File: config.mk
export PLATFORM = sky130hd
export DESIGN_NAME = async_fifo_rd_ctrl
export DESIGN_NICKNAME = d
export VERILOG_FILES = /design/src/rtl/async_fifo_rd_ctrl.sv
export SDC_FILE = /design/constraint.sdc
export NUM_CORES = 1
export LEC_CHECK = 0
export CAP_MARGIN = 20
export CORE_MARGIN = 4
export CORE_UTILIZATION = 42
export DETAILED_ROUTE_END_ITERATION = 10
export GPL_ROUTABILITY_DRIVEN = 0
export GPL_TIMING_DRIVEN = 1
export PLACE_DENSITY = 0.73
export SYNTH_ARGS = -nofsm -noshare
export SYNTH_HDL_FRONTEND = slang
export SYNTH_SLANG_ARGS = --single-unit
File: constraint.sdc
create_clock -name rd_clk -period 2.45 [get_ports rd_clk]
set_input_delay 0.245 -clock rd_clk [delete_from_list [all_inputs] [get_ports rd_clk]]
set_output_delay 0.245 -clock rd_clk [all_outputs]
set_load 0.005 [all_outputs]
File: src/rtl/async_fifo_rd_ctrl.sv
// Read-domain controller for the dual-clock FIFO: write-pointer synchroniser, read pointer,
// RAM read port and standard or first-word-fall-through presentation with occupancy flags.
module async_fifo_rd_ctrl #(
    parameter int DEPTH       = 8,
    parameter int WIDTH       = 8,
    parameter int SYNC_STAGES = 2,
    parameter int AE_THRESH   = 2,
    parameter int FWFT        = 1
) (
    input  logic                       rd_clk,
    input  logic                       reset,
    input  logic [$clog2(DEPTH):0]     wr_ptr_gray,
    output logic [$clog2(DEPTH):0]     rd_ptr_gray,
    output logic [$clog2(DEPTH)-1:0]   ram_raddr,
    output logic                       ram_ren,
    input  logic [WIDTH-1:0]           ram_rdata,
    input  logic                       rd_en,
    output logic [WIDTH-1:0]           rd_data,
    output logic                       rd_valid,
    output logic                       empty,
    output logic                       almost_empty,
    output logic [$clog2(DEPTH)+1:0]   rd_count,
    output logic                       underflow
);

    localparam int AW        = $clog2(DEPTH);
    localparam bit FWFT_MODE = (FWFT != 0);

    typedef enum logic [1:0] {
        S_IDLE,
        S_FETCH,
        S_HOLD
    } state_t;

    state_t           state_q;
    logic [AW:0]      sync_q [SYNC_STAGES];
    logic [AW:0]      wr_bin_s;
    logic [AW:0]      rd_ptr_bin;
    logic [AW:0]      rd_ptr_next;
    logic [AW:0]      ram_level;
    logic             ram_avail;
    logic             issue;
    logic             rd_valid_q;
    logic [WIDTH-1:0] hold_q;

    function automatic logic [AW:0] gray2bin(input logic [AW:0] g);
        logic [AW:0] b;
        for (int i = 0; i <= AW; i++) begin
            b[i] = ^(g >> i);
        end
        return b;
    endfunction

    assign wr_bin_s    = gray2bin(sync_q[SYNC_STAGES-1]);
    assign ram_avail   = (wr_bin_s != rd_ptr_bin);
    assign ram_level   = wr_bin_s - rd_ptr_bin;
    assign rd_ptr_next = rd_ptr_bin + {{AW{1'b0}}, issue};
    assign ram_raddr   = rd_ptr_bin[AW-1:0];
    assign ram_ren     = issue;

    // NOTE: every signal written in always_comb gets a default first, so no path leaves it unassigned and no latch is inferred.
    always_comb begin
        issue = 1'b0;
        if (reset) begin
            if (FWFT_MODE) begin
                issue = ram_avail && ((state_q == S_IDLE) || rd_en);
            end else begin
                issue = ram_avail && rd_en;
            end
        end
    end

    // The registered RAM output is only meaningful the cycle after a read; HOLD replays the captured copy.
    always_comb begin
        rd_data = '0;
        if (state_q == S_HOLD) begin
            rd_data = hold_q;
        end else if (rd_valid_q) begin
            rd_data = ram_rdata;
        end
    end

    assign rd_valid = rd_valid_q;

    always_comb begin
        rd_count = {1'b0, ram_level};
        empty    = !ram_avail;
        if (FWFT_MODE) begin
            rd_count = {1'b0, ram_level} + {{(AW + 1){1'b0}}, rd_valid_q};
            empty    = !rd_valid_q;
        end
    end

    assign almost_empty = (rd_count <= (AW + 2)'(AE_THRESH));

    // NOTE: sequential state uses non-blocking assignments so every flop samples pre-edge values, which the synchroniser chain depends on.
    always_ff @(posedge rd_clk) begin
        if (!reset) begin
            for (int i = 0; i < SYNC_STAGES; i++) begin
                sync_q[i] <= '0;
            end
            rd_ptr_bin  <= '0;
            rd_ptr_gray <= '0;
            state_q     <= S_IDLE;
            rd_valid_q  <= 1'b0;
            hold_q      <= '0;
            underflow   <= 1'b0;
        end else begin
            sync_q[0] <= wr_ptr_gray;
            for (int i = 1; i < SYNC_STAGES; i++) begin
                sync_q[i] <= sync_q[i-1];
            end
            rd_ptr_bin  <= rd_ptr_next;
            rd_ptr_gray <= rd_ptr_next ^ (rd_ptr_next >> 1);

            if (FWFT_MODE) begin
                underflow <= rd_en && !rd_valid_q;
                case (state_q)
                    S_IDLE: begin
                        if (ram_avail) begin
                            state_q    <= S_FETCH;
                            rd_valid_q <= 1'b1;
                        end
                    end
                    S_FETCH: begin
                        if (!rd_en) begin
                            hold_q  <= ram_rdata;
                            state_q <= S_HOLD;
                        end else if (!ram_avail) begin
                            state_q    <= S_IDLE;
                            rd_valid_q <= 1'b0;
                        end
                    end
                    S_HOLD: begin
                        if (rd_en) begin
                            if (ram_avail) begin
                                state_q <= S_FETCH;
                            end else begin
                                state_q    <= S_IDLE;
                                rd_valid_q <= 1'b0;
                            end
                        end
                    end
                    default: begin
                        state_q    <= S_IDLE;
                        rd_valid_q <= 1'b0;
                    end
                endcase
            end else begin
                underflow  <= rd_en && !ram_avail;
                rd_valid_q <= issue;
            end
        end
    end

endmodule

## After elaboration in Yosys (flattened, before gate mapping)

Memories as Yosys holds them, arrays and structs flattened.
Index checks and enable logic that the tools add are counted.
W data, S select, Z words.

- Bits in registers: 20
- Bits in writable memories: 8
- Output and inout bits: 25
- Memories kept: 1

- Add/sub/neg operators: 3
- Order comparisons: 1
- Eq/ne operators: 8
- Muxes and demuxes: 17
- Bitwise gates (word level): 4
- Reductions and logical operators: 13

Memory list:

| memory | words | width | rd ports | clocked after memory_dff | wr ports | line | text |
|---|---|---|---|---|---|---|---|
| sync_q | 2 | 4 | 2 | 0 | 2 | 36 | `logic [AW:0] sync_q [SYNC_STAGES];` |

Operators by type and width:

| operator | number |
|---|---|
| $mux W8 | 2 |
| $reduce_xor A4 Y1 | 4 |
| $mux W2 | 4 |
| $mux W4 | 2 |
| $mux W1 | 7 |
| $ne A2 B2 Y1 const B | 3 |
| $pmux W2 S3 | 1 |
| $reduce_and A3 Y1 | 2 |
| $add A4 B1 Y5 | 1 |
| $le A5 B2 Y1 const B | 1 |
| $add A4 B1 Y4 | 1 |
| $ne A4 B4 Y1 | 1 |
| $sub A4 B4 Y4 | 1 |
| $xor A4 B3 Y4 | 1 |
| $ne A3 B3 Y1 const B | 1 |
| $eq A2 B1 Y1 const B | 1 |
| $eq A2 B2 Y1 const B | 1 |
| $logic_and A1 B1 Y1 | 2 |
| $logic_not A2 Y1 | 1 |
| $ne A2 B1 Y1 const B | 1 |
| $or A1 B1 Y1 | 2 |
| $pmux W1 S2 | 1 |
| $reduce_and A2 Y1 | 1 |
| $reduce_or A2 Y1 | 1 |
| other kinds (3) | 3 |

## Logic depth before layout (Yosys ltp)

An unclocked memory read counts as a cell.

- Depth after elaboration: 7
- Gate-level depth with buffers: 12

## Least setup slack after synthesis

Ideal clock, no wire load.

- Kind: reg-to-reg
- From: memory sync_q[0][7] in the netlist's numbering
- To: register rd_ptr_gray[1]
- Library setup time: 0.128 ns
- Data arrival time: 2.361 ns
- Required time: 2.322 ns
- Path slack: -0.039 ns
- Cell stages (with the launch flop): 13
- Path buffers: 0
- Period minus slack after synthesis: 2.489 ns
- Path through: dfxtp_1 xor2_1 xnor2_1 xor2_1 ha_1 nand3_1 nor2_1 nor2_1 ha_1 ha_1 xor2_1 xnor2_1 nor2_1

RTL lines:

| item | line | text |
|---|---|---|
| start: declaration | 36 |  |
| end signal: assignment | 114 | `rd_ptr_gray <= rd_ptr_next ^ (rd_ptr_next >> 1);` |
| end: declaration | 13 | `output logic [$clog2(DEPTH):0] rd_ptr_gray,` |

==> summary.txt <==
Timing
  • Slew HR: roughly 69%
  • PnR worst setup slack: -383.9 ps
  • Final Hold Fails: 0
  • Tightest Pin Transition: about 460 ps
  • Clock Skew: 1.672 ps
  • Fin crit share: 115.7%
  • Min cycle time layout: approximately 2800 ps
  • Fmax: about 350 MHz
  • WHS: about 450 ps
  • RSZ-0062 raised after global routing: yes
  • Final setup violation count: 11
  • Pins over their slew limit: 0

Cells and area
  • Final #Nets: between 200 and 300
  • # fillers: 240
  • Post-route cell area: about 2300 µm²
  • Finished Layout Cells: approximately 270
  • N_diodes: 0
  • Share of layout cells above drive strength 1: between 30% and 40%
  • Final core utilization: 72.62%
  • Synth-to-Final Area Change: 61.67%

Critical path
  • Largest stage delay on the critical path: between 500 and 600 ps
  • R2R depth: 15
  • Crit. End Element: output pin
  • Critical path cell sequence: xor2_2 -> xnor2_2 -> xor2_1 -> ha_2 -> fa_2 -> inv_2 -> ha_4 -> nand2_1 -> and3_1 -> buf_2
  • FF-to-FF setup slack: -290 ps
  • R2R Path Start: sync_q[0][7]
  • Worst Path Required: 2200 ps
  • Crit Path Class: reg2out
  • Worst path slowest cell: fa_2
  • Crit path max fanout: 2
  • Startpoint types: flop
  • Reg2reg end: rd_ptr_gray[2]
  • Critical Path AT: between 2000 and 3000 ps

Route
  • DR vias: between 1000 and 1500
  • DR vias/cell: 4.917
  • Number of remaining DRC errors: 0
  • First-pass DRT Iterations: 4
  • Starting DRC count in detailed routing: 75
  • WL/cell: 14.64 µm
  • Antenna-violating nets left: 0
  • DRT Wirelength: 3895 µm

Hold path
  • Hold Path Sink: sync_q[0][6]
  • HP Start: sync_q[0][2]
  • Min-Delay Path Class: reg2reg
  • Cells on Worst Hold Path: 1

Die
  • Die Y: around 66 µm
  • Starting density of the core: between 40% and 50%
  • IO Pins: 40
  • Rows: 20
  • Die area: about 4300 µm²
  • Die Width: 65.61 µm
  • Core area: 3103 µm²

Synthesis
  • Post-Syn Instances: between 150 and 200
  • Mean Syn Cell Area: just under 9 µm²
  • Largest area contributor in the netlist: dfxtp_1
  • Dominant synthesized flop cell: dfxtp_1
  • Mapped cell area: about 1400 µm²
  • Syn Nets: around 190
  • Area contributors post-synth: dfxtp_1 39%, ha_1 9.9%, mux2i_1 6.5%, nand2_1 5.4%, and2_1 4.9%
  • Synth cell types: 30
  • Synth cell count leaders: 27 x dfxtp_1, 20 x nand2_1, 15 x nor2_1
  • Post-synthesis register bit count: 27
  • Register area share after synthesis: between 30% and 40%
  • Syn. warnings: 0
  • Post-synth top area share: roughly two fifths
  • EDFF count, synth: 0
  • Share of synthesized flip-flops with an asynchronous set or reset: 0%
  • Most common cell in the netlist: dfxtp_1

Status
  • Status: finished with violations
  • Failing checks: negative setup slack

GRT
  • Largest net degree at the start of global routing: 20
  • First-pass GRT wire length: ~6200 µm
  • Antenna violations before repair: 0
  • Number of global-route vias before repair: 1381
  • GRT Util Overall: a little under a fifth
  • Grt ovf: 0

Place
  • Placed Instances: 254
  • DP Area: between 1500 and 2000 µm²
  • PortBufs: 39
  • DP HPWL: around 2600 µm

Clock network
  • Clock latency on the worst-skew pair: between 300 and 400 ps
  • CTS Sinks: 27
  • H-tree Lvls: 1
  • Inserted Clock Buffers: 3
  • Clock Path Buffers: 2
  • Register clock-pin slew on the reported worst setup and hold paths: 140 ps
  • TritonCTS clock tree: yes
  • Root buf cell: clkbuf_4
  • Hold Buf Count CTS: 0

Power and ir drop
  • VDD IR-drop max: around 0.54 mV
  • Leakage: 0.9291 nW
  • Power Dens Cells: 850.3 nW/µm²

Run
  • MaxCap Viol Count: 0
## per-stage QoR
step / setup WS (ps) / power (mW) / setup TNS [ps]
after floorplan: 12.70 / 0.9813 / 0
after global placement: -341.2 / 1.429 / -1651
after detailed placement: -516.6 / 1.470 / -2597
after CTS: -411.7 / 1.785 / -2316
after global routing: -516.5 / 2.069 / -3771
final: -383.9 / 1.916 / -2119
## cell type report
cell class / instances / area (µm²) / area share (%)
sequential: 27 / 543.0 / 24.10
multi-input combinational: 116 / 987.2 / 43.81
inverter: 10 / 40.04 / 1.777
tap: 44 / 55.05 / 2.443
clock buffer: 3 / 22.52 / 0.9994
clock inverter: 1 / 5.005 / 0.2221
timing repair buffer: 65 / 600.6 / 26.65
## layer usage
layer / GRT usage [%] / part of all wire (%) / routed length, µm / vias to the layer above
met3: 2.735 / 2.7 / 106 / 9
li1: - / - / - / 644
met2: 35.52 / 54 / 2113 / 29
met4: 5.959 / 2.2 / 84 / 0
met5: 0 / 0 / 0 / -
met1: 20.00 / 41 / 1591 / 626
## cell usage in the layout, fill, tap and decap left out, types with 2 or more instances in the layout
master / instances
and2_1: 9
and2_4: 2
and3_1: 3
buf_2: 4
buf_4: 17
buf_6: 11
clkbuf_4: 3
clkdlybuf4s50_1: 32
dfxtp_1: 25
dfxtp_2: 2
ha_1: 5
ha_2: 2
ha_4: 4
inv_1: 8
mux2i_1: 9
nand2_1: 20
nand3_1: 3
nor2_1: 13
nor2_4: 2
nor2b_1: 3
nor3_2: 2
o21ai_0: 10
xnor2_2: 4
xor2_1: 3
xor2_2: 4
## worst max-delay path by stage
stage | startpoint | to | slack, ps | cells after the start
2_1_floorplan | sync_q[0][7] | rd_ptr_gray[1] | 10 | 12
4_1_cts | sync_q[0][7] | almost_empty | -410 | 10
3_5_place_dp | sync_q[0][7] | almost_empty | -520 | 11
5_1_grt | sync_q[0][7] | almost_empty | -520 | 11
3_3_place_gp | sync_q[0][6] | almost_empty | -340 | 10
6_report | sync_q[0][6] | almost_empty | -380 | 10
## flip-flops by register name, summed over array words and instances (netlist names)
| register | count |
|---|---|
| hold_q | 8 |
| sync_q | 8 |
| rd_ptr_gray | 4 |
| rd_ptr_bin | 3 |
| state_q | 2 |
| rd_valid | 1 |
| underflow | 1 |
## timing repair
| action | in CTS | in global routing |
|---|---|---|
| buffers inserted | 12 | 4 |
| pin swaps | 16 | 24 |
| gates resized for setup | 46 | 30 |
| endpoints found under the setup margin | 12 | 24 |
## power breakdown
part / internal, mW / leakage, nW / switching [mW]
sequential: 0.502 / 0.222 / 0.0487
combinational: 0.686 / 0.689 / 0.483
clock: 0.0615 / 0.0177 / 0.134
total: 1.25 / 0.929 / 0.666
## cells by family after synthesis
family	Yosys count	share of synthesized area, %
AO/OA/AOI/OAI	18	7.810
XOR/XNOR	13	8.708
buffers and inverters	16	4.309
adder cells (fa/ha/maj)	12	11.31
AND/OR/NAND/NOR	64	22.62
flip-flops	27	38.78
multiplexers	9	6.463
## critical path: cells and delay by family (launching register included)
family	cells	cell delay, ps
fa+ha+maj	3	1010
xor+xnor	3	500
flops	1	360
simple gates	2	210
buf+inv	2	180
No activity file was read; power rests on OpenSTA's default activity.
